[src/rtl/bn_pkg.sv]
// ---------------------------------------------------------------------------
// bn_pkg
// Shared types and default constants for the batch-norm gather slice.
// Holds the signed fixed-point sample type, the packed batch vector, the
// fill/count type and a helper that counts full banks.
// Optional build macro used by this slice: BN_GATHER_ZERO_PAD_EN
// ---------------------------------------------------------------------------
package bn_pkg;

  localparam int BN_IL    = 4;
  localparam int BN_FL    = 16;
  localparam int BN_SIZE  = 16;
  localparam int BN_WIDTH = $clog2(BN_SIZE);

  typedef logic signed [BN_IL+BN_FL-1:0] fx_t;
  typedef fx_t [BN_SIZE-1:0]             batch_t;
  typedef logic [BN_WIDTH:0]             cnt_t;

  // Number of full banks out of the two ping-pong banks.
  function automatic logic [1:0] countFull(input logic fullA, input logic fullB);
    return {1'b0, fullA} + {1'b0, fullB};
  endfunction

endpackage

[src/rtl/bn_gather_bank.sv]
// ---------------------------------------------------------------------------
// bn_gather_bank
// One ping-pong bank: `size` sample entries plus the num, gamma, beta
// registers and the full flag of the batch it holds.
// Ports:
//   clk, reset      clock, asynchronous active-high reset
//   i_wrEn          write i_wrData at entry i_wrIdx
//   i_first         the write is the first sample: capture i_gamma/i_beta
//   i_close         mark bank full and latch i_closeNum as its count
//   i_clear         consumer took the batch: drop the full flag
//   o_entries       all entries, packed
//   o_num/o_gamma/o_beta/o_full  stored batch metadata
// Macro BN_GATHER_ZERO_PAD_EN: clearing also zeroes every entry.
// ---------------------------------------------------------------------------
module bn_gather_bank
  import bn_pkg::*;
#(
  parameter int DW    = BN_IL + BN_FL,
  parameter int size  = BN_SIZE,
  parameter int width = $clog2(size)
) (
  input  logic                          clk,
  input  logic                          reset,
  input  logic                          i_wrEn,
  input  logic [width-1:0]              i_wrIdx,
  input  logic signed [DW-1:0]          i_wrData,
  input  logic                          i_first,
  input  logic signed [DW-1:0]          i_gamma,
  input  logic signed [DW-1:0]          i_beta,
  input  logic                          i_close,
  input  logic [width:0]                i_closeNum,
  input  logic                          i_clear,
  output logic signed [size-1:0][DW-1:0] o_entries,
  output logic [width:0]                o_num,
  output logic signed [DW-1:0]          o_gamma,
  output logic signed [DW-1:0]          o_beta,
  output logic                          o_full
);

  logic signed [size-1:0][DW-1:0] r_entries;
  logic [width:0]                 r_num;
  logic signed [DW-1:0]           r_gamma;
  logic signed [DW-1:0]           r_beta;
  logic                           r_full;

  // Bank storage. A clear only ever targets the read bank, which is full,
  // while a write only targets the write bank, which is not full, so the
  // clear and write paths never hit the same bank in the same cycle.
  always_ff @(posedge clk or posedge reset) begin
    if (reset) begin
      r_entries <= '0;
      r_num     <= '0;
      r_gamma   <= '0;
      r_beta    <= '0;
      r_full    <= 1'b0;
    end else begin
      if (i_clear) begin
        r_full <= 1'b0;
`ifdef BN_GATHER_ZERO_PAD_EN
        r_entries <= '0;
`endif
      end
      if (i_wrEn) begin
        r_entries[i_wrIdx] <= i_wrData;
        if (i_first) begin
          r_gamma <= i_gamma;
          r_beta  <= i_beta;
        end
      end
      if (i_close) begin
        r_full <= 1'b1;
        r_num  <= i_closeNum;
      end
    end
  end

  assign o_entries = r_entries;
  assign o_num     = r_num;
  assign o_gamma   = r_gamma;
  assign o_beta    = r_beta;
  assign o_full    = r_full;

endmodule

[src/rtl/bn_batch_gather.sv]
// ---------------------------------------------------------------------------
// bn_batch_gather
// Upstream feeder for the batch-norm forward stage. Packs a valid/ready
// sample stream into batches of up to `size` entries in two ping-pong
// banks and presents each batch, with its count and gamma/beta, until the
// consumer takes it.
// Ports:
//   clk, reset                      clock, asynchronous active-high reset
//   in_data/in_valid/in_last/in_ready  sample stream (in_last closes batch)
//   gamma_in, beta_in               captured with the first sample of a batch
//   batch, num, gamma, beta         presented batch (read bank)
//   batch_valid, batch_taken        hold-until-taken handshake
//   pending                         number of full banks (0..2)
// Macro BN_GATHER_ZERO_PAD_EN: taken banks are zeroed, so entries at
// index >= num read 0; otherwise they hold stale data.
// ---------------------------------------------------------------------------
module bn_batch_gather
  import bn_pkg::*;
#(
  parameter int IL    = BN_IL,
  parameter int FL    = BN_FL,
  parameter int size  = BN_SIZE,
  parameter int width = $clog2(size)
) (
  input  logic                              clk,
  input  logic                              reset,
  input  logic signed [IL+FL-1:0]           in_data,
  input  logic                              in_valid,
  input  logic                              in_last,
  output logic                              in_ready,
  input  logic signed [IL+FL-1:0]           gamma_in,
  input  logic signed [IL+FL-1:0]           beta_in,
  output logic signed [size-1:0][IL+FL-1:0] batch,
  output logic [width:0]                    num,
  output logic signed [IL+FL-1:0]           gamma,
  output logic signed [IL+FL-1:0]           beta,
  output logic                              batch_valid,
  input  logic                              batch_taken,
  output logic [1:0]                        pending
);

  localparam int DW = IL + FL;
  localparam logic [width:0] LAST_IDX = (width+1)'(size - 1);

  logic           r_wrBank;
  logic           r_rdBank;
  logic [width:0] r_cnt;

  logic                          w_accept;
  logic                          w_close;
  logic                          w_take;
  logic                          w_full    [2];
  logic signed [size-1:0][DW-1:0] w_entries [2];
  logic [width:0]                w_num     [2];
  logic signed [DW-1:0]          w_gamma   [2];
  logic signed [DW-1:0]          w_beta    [2];

  // Handshake decode. in_ready depends only on registers, so there is no
  // combinational path from in_valid back to in_ready.
  assign in_ready    = ~w_full[r_wrBank];
  assign batch_valid = w_full[r_rdBank];
  assign w_accept    = in_valid && in_ready;
  assign w_close     = w_accept && (in_last || (r_cnt == LAST_IDX));
  assign w_take      = batch_taken && batch_valid;

  // Pointer and fill-counter update. Closing a batch hands the write side to
  // the other bank; taking a batch hands the read side to the other bank.
  always_ff @(posedge clk or posedge reset) begin
    if (reset) begin
      r_wrBank <= 1'b0;
      r_rdBank <= 1'b0;
      r_cnt    <= '0;
    end else begin
      if (w_accept) begin
        if (w_close) begin
          r_cnt    <= '0;
          r_wrBank <= ~r_wrBank;
        end else begin
          r_cnt <= r_cnt + 1'b1;
        end
      end
      if (w_take) begin
        r_rdBank <= ~r_rdBank;
      end
    end
  end

  for (genvar gi = 0; gi < 2; gi++) begin : g_bank
    logic w_wrSel;
    logic w_rdSel;
    assign w_wrSel = (r_wrBank == 1'(gi));
    assign w_rdSel = (r_rdBank == 1'(gi));

    bn_gather_bank #(
      .DW    (DW),
      .size  (size),
      .width (width)
    ) u_bank (
      .clk        (clk),
      .reset      (reset),
      .i_wrEn     (w_accept && w_wrSel),
      .i_wrIdx    (r_cnt[width-1:0]),
      .i_wrData   (in_data),
      .i_first    (r_cnt == '0),
      .i_gamma    (gamma_in),
      .i_beta     (beta_in),
      .i_close    (w_close && w_wrSel),
      .i_closeNum (r_cnt + 1'b1),
      .i_clear    (w_take && w_rdSel),
      .o_entries  (w_entries[gi]),
      .o_num      (w_num[gi]),
      .o_gamma    (w_gamma[gi]),
      .o_beta     (w_beta[gi]),
      .o_full     (w_full[gi])
    );
  end

  // Read-side mux: everything presented comes from the read bank, so it is
  // stable for as long as that bank stays full.
  assign batch   = w_entries[r_rdBank];
  assign num     = w_num[r_rdBank];
  assign gamma   = w_gamma[r_rdBank];
  assign beta    = w_beta[r_rdBank];
  assign pending = countFull(w_full[0], w_full[1]);

endmodule

[config.mk]
export PLATFORM = sky130hd
export DESIGN_NAME = bn_batch_gather
export DESIGN_NICKNAME = d
export VERILOG_FILES = /design/src/rtl/bn_pkg.sv /design/src/rtl/bn_gather_bank.sv /design/src/rtl/bn_batch_gather.sv
export SDC_FILE = /design/constraint.sdc
export NUM_CORES = 1
export LEC_CHECK = 0
export CAP_MARGIN = 20
export CORE_MARGIN = 3
export CORE_UTILIZATION = 43
export DETAILED_ROUTE_END_ITERATION = 7
export DONT_BUFFER_PORTS = 1
export GPL_ROUTABILITY_DRIVEN = 0
export PLACE_DENSITY_LB_ADDON = 0.25
export RECOVER_POWER = 25
export SYNTH_ARGS = -nofsm -noshare
export SYNTH_HDL_FRONTEND = slang
export SYNTH_SLANG_ARGS = --single-unit
[constraint.sdc]
create_clock -name clk -period 28.8 [get_ports clk]
set_input_delay 2.88 -clock clk [delete_from_list [all_inputs] [get_ports clk]]
set_output_delay 2.88 -clock clk [all_outputs]
set_load 0.02 [all_outputs]
* Word-level counts from Yosys, hierarchy flattened
Index checks and enable logic that the tools add are counted.
** Word-level totals
- Flip-flop bits (word level) :: 739
- Bits in latches :: 0
- Memory bits (writable) :: 0
- ROM bits :: 0
- Input port bits :: 65
- Output and inout bits :: 369
- Word-level logic and storage cells :: 99
- Memories :: 0
** Cells by class
- $add $sub $neg :: 2
- Multipliers :: 0
- Div/mod/pow operators :: 0
- $lt $le $gt $ge :: 4
- Eq/ne operators :: 1
- Shifts and indexed selects :: 0
- Mux-type cells :: 27
- Bitwise operators :: 5
- Reductions and logical operators :: 17
** Operators by type and width (number)
- two-way mux 320 bit :: 3
- bitwise mux 320 bit :: 2
- two-way mux 20 bit :: 7
- demux 20 bit (select 4 bit) :: 1
- two-way mux 5 bit :: 4
- logical AND 1 bit :: 10
- two-way mux 1 bit :: 10
- AND reduction 2 bit :: 3
- adder 5 x 1 -> 5 bit, second input constant :: 1
- equality test 5 x 4 -> 1 bit, second input constant :: 1
- zero test 5 bit :: 1
- < comparator 4 x 5 -> 1 bit, second input constant :: 1
- greater-or-equal comparator 2 bit, second input constant :: 2
- greater-or-equal comparator 4 x 1 -> 1 bit, second input constant :: 1
- inverter 1 -> 2 bit :: 2
- nonzero test 2 bit :: 2
- inverter 1 bit :: 3
- adder 1 x 1 -> 2 bit :: 1
- logical OR 1 bit :: 1

* Depth between registers and ports, before layout
Gate-level depths: netlist of run 1.
- Depth after elaboration :: 9
- Depth in mapped cells :: 7

* Modules after synthesis
From an unflattened synthesis of run 1, not the netlist that was laid out.
** Unflattened totals
- Cell total of the unflattened synthesis :: 2084
- Area total of the unflattened synthesis :: 33570.9 sq um
** By module, submodules not included
- bn_gather_bank :: times used 2, cells each 816, area an instance 13681.9 sq um, seq. area each 9158.8 sq um
- bn_batch_gather :: times used 1, cells each 452, area an instance 6207.2 sq um, seq. area each 175.2 sq um

* Worst setup path after synthesis of run 1
Ideal clock, no wire load.
- Path kind :: flip-flop to output port
- Start point :: register r_rdBank, in the netlist g_bank[1].w_rdSel
- End point :: output port batch[288] (netlist bit)
- Arrival :: 1478 ps
- Data required time :: 25920 ps
- Setup slack :: 24442 ps
- Stages on the path, launching flop included :: 5
- Path buffers :: 3
- Cell sequence :: dfrtp_1 clkbuf_1 clkbuf_1 buf_2 mux2_2
** RTL lines
- start: declaration :: line bn_batch_gather.sv:46 : logic r_rdBank;
- start signal: assignment :: line bn_batch_gather.sv:83 : r_rdBank <= ~r_rdBank;
- end: declaration :: line bn_batch_gather.sv:33 : output logic signed [size-1:0][IL+FL-1:0] batch,

==> results.txt, run 1 <==
- Violated checks: capacitance limit, slew limit
- Remaining design rule violation count: 0
- Clock insertion delay at the later pin of the skew report: 0.62 ns
- Final max-slew violation count: 423
- The number of nets handed over by synthesis was 2183.
- Crit path kind: input port to async pin
- Overall routed net length: 83700 um
- Clock transition at the register clock pins on the worst setup and hold paths after CTS: 0.05 ns
* Synthesis-to-finish area growth: 9.63%
- Counting flops with a built-in enable in the synthesized netlist gives 0.
- The initial utilization of the core area, before any placement, comes to 43.6%.
- The worst setup path is launched from an input port.
- Setup total negative slack on the finished layout was measured at 0 ns.
- Maximum number of pins on one net before global-route repair: 174
- The tool flagged a number of max-cap violations equal to 16.
* Post-synth top area share: 56.7%
- In this run, post-CTS repair resized a total of 0 instances.
* Share of flip-flops with an asynchronous set or reset after synthesis: 100%
- The tree built by TritonCTS fans out to 739 sinks.
* DR pass1 iterations: 5
* Normalized max-slew margin: -276%
- The number of setup buffers added after CTS is 0.
- Die Footprint: 0.0792 mm^2
- Sequential area share after synthesis: 56.7%
- The setup check on the worst reg-to-reg path leaves a slack of 25.61 ns.
- Fillcell total: 6396
- In this run the power density over the cells is 96.0 mW/mm^2.
- Maximum net fanout on the critical path: 173
- Setup violations remaining at the end of the flow were counted as 0.
- Die X: 281 um
* Number of warnings printed during yosys synthesis: 0
* Cells on worst reg2reg path: 4
- Each instance of the synthesized netlist takes up on average 15.4 um^2.
- Among all cell types in the netlist, the one instantiated most often is sky130_fd_sc_hd__mux2_2.
- Measured slew at the worst slew-check pin: 5.61 ns
- On the worst path, the slowest cell contributes a delay of 3.05 ns.
- The worst path in the final design needs a cycle of 8.14 ns, including I/O delays and setup.
* Post-synthesis instance total: 2112
- Cells with a size suffix above 1 make up 56.7% of the layout.
* Number of global-route vias before repair: 18600
* Leading area contributor after synthesis: sky130_fd_sc_hd__dfrtp_1
- Dividing the detail-routed wire length by the instance count gives 27.1 um.
- Clock tree synthesis selected as its root buffer the cell sky130_fd_sc_hd__clkbuf_16.
* Hold Crit Depth: 1
* H-tree depth: 3
- Count of different cell masters after synthesis: 39
- CTS tree: built
* Final Skew: 0.0246 ns
- Sorting the synthesized cells by how often they occur yields sky130_fd_sc_hd__mux2_2, sky130_fd_sc_hd__dfrtp_1, sky130_fd_sc_hd__buf_2.
- The tightest min-delay check is of the flop to flop type.
- Reported leakage power: 17.4 nW
* Hold Vio Cnt, Final: 0
- Number of core rows: 100
- Worst setup margin: 20.66 ns
* WP data required: 29.36 ns
* Post-Place Worst Slack: 22.68 ns
* # IOs: 434
- The largest individual stage delay along the critical path comes from the cell sky130_fd_sc_hd__clkinvlp_2.
- Wire length of the first global-routing pass: 124000 um
- Walking the worst path, the cells encountered are clkinvlp_2 > buf_4 > buf_12 > buf_12.
- Counting along the longest clock path gives a buffer depth of 3.
- GRT Overall Usage: 20.9%
- Count of routing violations after the opening detailed-route iteration: 866
* Total grt overflow: 0
- The number of antenna violations at the first check in global routing was 0.
* Count of nets left with antenna violations after detail routing: 0
- Mapped Area: 0.0326 mm^2
- For the worst setup path, the data arrival time is 8.70 ns.
- Layout Utilization: 47.8%
* Mean number of vias per cell: 5.59
* Synthesized flop and latch total: 739
- VDD sags by at most 0.0750 mV.
- Num CTS Buffers: 80
* Post-detail-place hpwl: 55600 um
- By area the synthesized netlist is led by sky130_fd_sc_hd__dfrtp_1, sky130_fd_sc_hd__mux2_2, sky130_fd_sc_hd__mux2_4.
- The repair_antennas step left the layout with diodes totalling 0.
- Setup repair after global routing missed its margin: false
- Maximum frequency from static timing analysis: 0.123 GHz
- Input and output buffers added on the ports amount to 0.
- Hold bufs inserted after CTS: 0
* Area of the placeable core: 0.0748 mm^2
- For this block, the via count after detailed routing is 17200.
- Cell seen most often among critical-path stages: sky130_fd_sc_hd__buf_12
- Run status: finished with violations
- The floorplan step set the die height to 281 um.
- Net total in the final layout: 2120
* Final clock period utilization by the worst path: 28.3%
- Among all flip-flop cells after synthesis, the most frequent one is sky130_fd_sc_hd__dfrtp_1.
- Kind of end point of the critical path: async pin
report_power, final:
group	switching, W	leakage, nW	internal, W
registers	0.000167	9.84	0.00129
logic	0.000523	6.21	0.000407
clock network	0.000417	1.34	0.000633
cell families (layout without fill, tap and decap cells):
kind of cell | Yosys count | in the layout | synth area share, %
AO/OA/AOI/OAI | 13 | 13 | 0.257
XOR/XNOR | 2 | 2 | 0.0537
adder cells (fa/ha/maj) | 6 | 6 | 0.230
buffers and inverters | 189 | 192 | 2.88
flip-flops | 739 | 739 | 56.7
multiplexers | 1096 | 1096 | 38.5
AND/OR/NAND/NOR | 67 | 67 | 1.34
state kept, by name (all words and copies together) (netlist names):
name                     flops
g_bank.u_bank.o_beta        40
g_bank.u_bank.o_entries    640
g_bank.u_bank.o_full         2
g_bank.u_bank.o_gamma       40
g_bank.u_bank.o_num         10
g_bank.w_rdSel               1
g_bank.w_wrSel               1
r_cnt                        5
area by class of cell:
class / count / area (um^2) / share of cell area (%)
Clock buffer: 123 / 2450 / 6.84
Clock inverter: 25 / 318 / 0.889
Inverter: 9 / 35.0 / 0.0980
Multi-Input combinational cell: 1184 / 13000 / 36.2
Sequential cell: 739 / 18500 / 51.7
Tap cell: 969 / 1210 / 3.39
Timing Repair Buffer: 35 / 298 / 0.833
layer usage:
layer	track usage [%]	vias to the layer above	share of wire [%]
met3	5.53	146	5.9
met5	0	-	0
met4	7.17	0	3.2
li1	-	7397	-
met2	35.1	433	49
met1	26.2	9258	41
final timing paths:
| kind | startpoint | to |
|---|---|---|
| max | reset | g_bank[1].u_bank.o_entries[229]$_DFFE_PP0P_ |
| min | g_bank[1].u_bank.o_entries[6]$_DFFE_PP0P_ | g_bank[1].u_bank.o_entries[6]$_DFFE_PP0P_ |
| max reg2reg | r_cnt[0]$_DFFE_PP0N_ | g_bank[1].u_bank.o_entries[68]$_DFFE_PP0P_ |
| min reg2reg | g_bank[1].u_bank.o_entries[6]$_DFFE_PP0P_ | g_bank[1].u_bank.o_entries[6]$_DFFE_PP0P_ |
| max in group clk | g_bank[1].w_rdSel$_DFFE_PP0N_ | batch[169] |
| min in group asynchronous | reset | g_bank[0].u_bank.o_entries[317]$_DFFE_PP0P_ |
through the flow:
stage | power (W) | hold WS (ns) | instances | cell area, um^2
2_1_floorplan | 0.00225 | 0.452 | 2112 | 32600
3_3_place_gp | 0.00241 | 0.465 | 2931 | 33300
3_5_place_dp | 0.00244 | 0.476 | 2934 | 33300
4_1_cts | 0.00351 | 0.489 | 3082 | 36100
5_1_grt | 0.00359 | 0.506 | 3084 | 35800
6_report | 0.00343 | 0.483 | 3084 | 35800
worst max-delay path, delay by kind of cell:
| family | cells | cell delay (ns) |
|---|---|---|
| buf+inv | 4 | 5.29 |
layout by cell type, fill, tap and decap left out, types with 8 or more instances in the layout:
master                      synthesis  final
sky130_fd_sc_hd__clkbuf_8           0     24
sky130_fd_sc_hd__mux2_2          1014   1026
sky130_fd_sc_hd__clkbuf_1          69     31
sky130_fd_sc_hd__mux2_1            14     61
sky130_fd_sc_hd__buf_4              6     12
sky130_fd_sc_hd__clkbuf_16          0     82
sky130_fd_sc_hd__dfrtp_1          739    738
sky130_fd_sc_hd__inv_1              8      8
sky130_fd_sc_hd__nand2_1           19     19
sky130_fd_sc_hd__clkinv_2           0      9
No activity file was read; power rests on OpenSTA's default activity.
==> inputs of run 2 (changes only) <==
==> constraint.sdc (replaced) <==
create_clock -name clk -period 7.3 [get_ports clk]
set_input_delay 0.73 -clock clk [delete_from_list [all_inputs] [get_ports clk]]
set_output_delay 0.73 -clock clk [all_outputs]
set_load 0.02 [all_outputs]
==> run 2 against run 1 <==
Sequential power rose to 3.9 times the previous value. The flow still finishes with violations (capacitance limit, slew limit). First-iteration DRC count fell by 8.3%. Worst setup slack got worse by 18 ns. Via count fell by 1.3%. Non-clock buffer count rose by 4. Final cell count barely moved. Routed wire length fell by 1.7%. Total power rose to 3.9 times the previous value. Critical endpoint is now batch[171]. Clock power rose to 3.9 times the previous value.
==> results.txt, run 2 (same netlist as run 1, synthesis figures left out) <==
* Kind of end point of the critical path: output port
- The effective utilization at floorplan was 43.6% (unchanged).
- Reported leakage power: 17.5 nW (+0.47%)
- The layout cell share with drive strength beyond 1 was 57.0% (+0.35 points).
- Final Skew: 0.0200 ns (-0.00461 ns)
* Net total in the final layout: 2125 (+0.24%)
* Hold bufs inserted after CTS: 0 (unchanged)
- The site row count was 100 (unchanged).
* Max Buffers Root-to-Sink: 3 (unchanged)
- The die width came to 281 um (unchanged).
- Routed length per instance: 26.7 um (-1.7%)
- TritonCTS built the clock tree.
- The clock sink total was 739 (unchanged).
- Vertical extent of the die: 281 um (unchanged)
* Max reg flops: 640 (unchanged)
* Setup repair after global routing missed its margin: false
- Maximum net fanout on the critical path: 171 (-1.2%)
- Final max-slew violation count: 456 (+7.8%)
- Overall routed net length: 82300 um (-1.7%)
* Die Footprint: 0.0792 mm^2 (unchanged)
- Critical path startpoint category: flop
- Final clock period utilization by the worst path: 62.4%
* Sequential share of power: 42.2% (about the same)
* Power, Total: 0.0135 W (+290%)
- Number of violations of the max-capacitance limit: 12 (-4)
- Class of the tightest hold or removal check: input port to flop
- The number of detailed-route iterations in the first pass came to 4 (-1).
- Via count of the routed design: 17000 (-1.3%)
- The net switching power of the design came to 0.00439 W (+300%).
* GRT Overall Usage: 20.7% (-0.20 points)
* Num CTS Buffers: 81 (+1.3%)
- Remaining design rule violation count: 0 (unchanged)
- Maximum frequency from static timing analysis: 0.220 GHz
- Area of the placeable core: 0.0748 mm^2 (unchanged)
- The library cell used most frequently in the layout, excluding fill and tap cells, is sky130_fd_sc_hd__mux2_2.
* Clock transition at the register clock pins on the worst setup and hold paths after CTS: 0.06 ns (about the same)
- # Post-CTS Setup Buffers: 0 (unchanged)
* VDD IR max: 0.217 mV (+190%)
- The number of setup violations in the final report is 0 (unchanged).
* Synthesis-to-finish area growth: 9.90%
- The global route total overflow came to 0 (unchanged).
- Crit path kind: flop to output port
- Fin crit period: 4.56 ns
- Violated checks: capacitance limit, slew limit
- The clock power share came to 30.5% (about the same).
- The wire length of the first global-routing pass was 123000 um (-1.0%).
- Hold Vio Cnt, Final: 0 (unchanged)
- The max-slew headroom at the worst pin is -136% (+140 points).
- Leaving out fill and tap cells, the most frequent cells in the layout are sky130_fd_sc_hd__mux2_2, sky130_fd_sc_hd__dfrtp_1, sky130_fd_sc_hd__clkbuf_16.
- Post-detail-place hpwl: 54600 um (-1.8%)
* ANT cells: 0 (unchanged)
- Mean number of vias per cell: 5.51 (-1.4%)
* # IOs: 434 (unchanged)
* Internal portion of total power: 0.00914 W (+290%)
* Number of global-route vias before repair: 18400 (-0.81%)
- Count of routing violations after the opening detailed-route iteration: 794 (-8.3%)
- Setup Total Neg Slack: 0 ns (unchanged)
- The number of buffers added on ports was 0 (unchanged).
- The number of instances resized during post-cts repair is 0 (unchanged).
- Combinational group share of total power: 27.3% (+0.2 points)
- The number of antenna violations at the first check in global routing came to 1 (+1).
- Fillcell total: 6451 (+0.86%)
- Measured slew at the worst slew-check pin: 3.54 ns (-2.07 ns)
- The H-tree depth was 3 (unchanged).
- WP data required: 6.57 ns (-22.79 ns)
- The worst setup slack for register-to-register paths is 3.97 ns (-21.64 ns).
* Count of nets left with antenna violations after detail routing: 0 (unchanged)
* Switching fraction of total power: 32.5% (+0.25 points)
- Maximum number of pins on one net before global-route repair: 188 (+8.0%)
* Buffer cell driving the clock tree root: sky130_fd_sc_hd__clkbuf_16
- The flow ran to the end, but the final reports show violations.
- The power per standard cell area is 378 mW/mm^2 (+290%).
- The critical path data arrival time is 3.83 ns (-4.87 ns).
* Clock insertion delay at the later pin of the skew report: 0.64 ns (+0.02 ns)
run 2: critical path, cell delays in order, from the launching register on:
cell and delay, ns:
sky130_fd_sc_hd__dfrtp_1 1.75, sky130_fd_sc_hd__buf_12 0.56, sky130_fd_sc_hd__mux2_2 0.49
run 2: power by group through the flow:
stage | registers [W] | logic (W) | clock network [W]
final | 0.00571 | 0.00369 | 0.00413
after global routing | 0.00581 | 0.00392 | 0.00443
after CTS | 0.00572 | 0.00384 | 0.00425
after detailed placement | 0.00578 | 0.00383 | 0
after global placement | 0.00576 | 0.00374 | 0
after floorplan | 0.00547 | 0.00339 | 0
run 2: path summary, 6_finish.rpt:
path                                                          start                                          end  cells past startpoint
min in group asynchronous                                     reset  g_bank[0].u_bank.o_entries[314]$_DFFE_PP0P_                      1
hold / removal                                          batch_taken                g_bank[1].w_rdSel$_DFFE_PP0N_                      1
setup / recovery                      g_bank[1].w_rdSel$_DFFE_PP0N_                                   batch[171]                      2
hold reg to reg            g_bank[0].u_bank.o_gamma[12]$_DFFE_PP0P_     g_bank[0].u_bank.o_gamma[12]$_DFFE_PP0P_                      1
setup reg to reg                               r_cnt[3]$_DFFE_PP0N_   g_bank[1].u_bank.o_entries[72]$_DFFE_PP0P_                      3
max in group asynchronous                                     reset       g_bank[1].u_bank.o_beta[4]$_DFFE_PP0P_                      2
run 2: cell type report:
| class | count | area (um^2) | share of cell area (%) |
|---|---|---|---|
| sequential | 739 | 18500 | 51.6 |
| multi-input combinational | 1184 | 13000 | 36.3 |
| clock buffer | 112 | 2290 | 6.40 |
| tap | 969 | 1210 | 3.38 |
| clock inverter | 33 | 424 | 1.18 |
| timing repair buffer | 39 | 385 | 1.08 |
| inverter | 9 | 35.0 | 0.0977 |
run 2: stage by stage:
stage	util [%]	hold slack, ns	setup WS (ns)	cells	cell area, um^2
floorplan	-	0.452	-3.56	2112	32600
global placement	44.5	0.463	4.35	2933	33300
detailed placement	44.5	0.474	4.34	2935	33300
CTS	48.2	0.129	3.65	3080	36000
global route	47.9	0.178	1.92	3085	35800
finish	47.9	0.209	2.74	3085	35800
run 2: layer usage:
layer	routed length (um)	global-route usage (%)	share of wire, %
met1	33600	25.8	41
met2	40000	34.0	49
met3	5460	6.17	6.6
met4	3190	7.98	3.9
met5	0	0	0
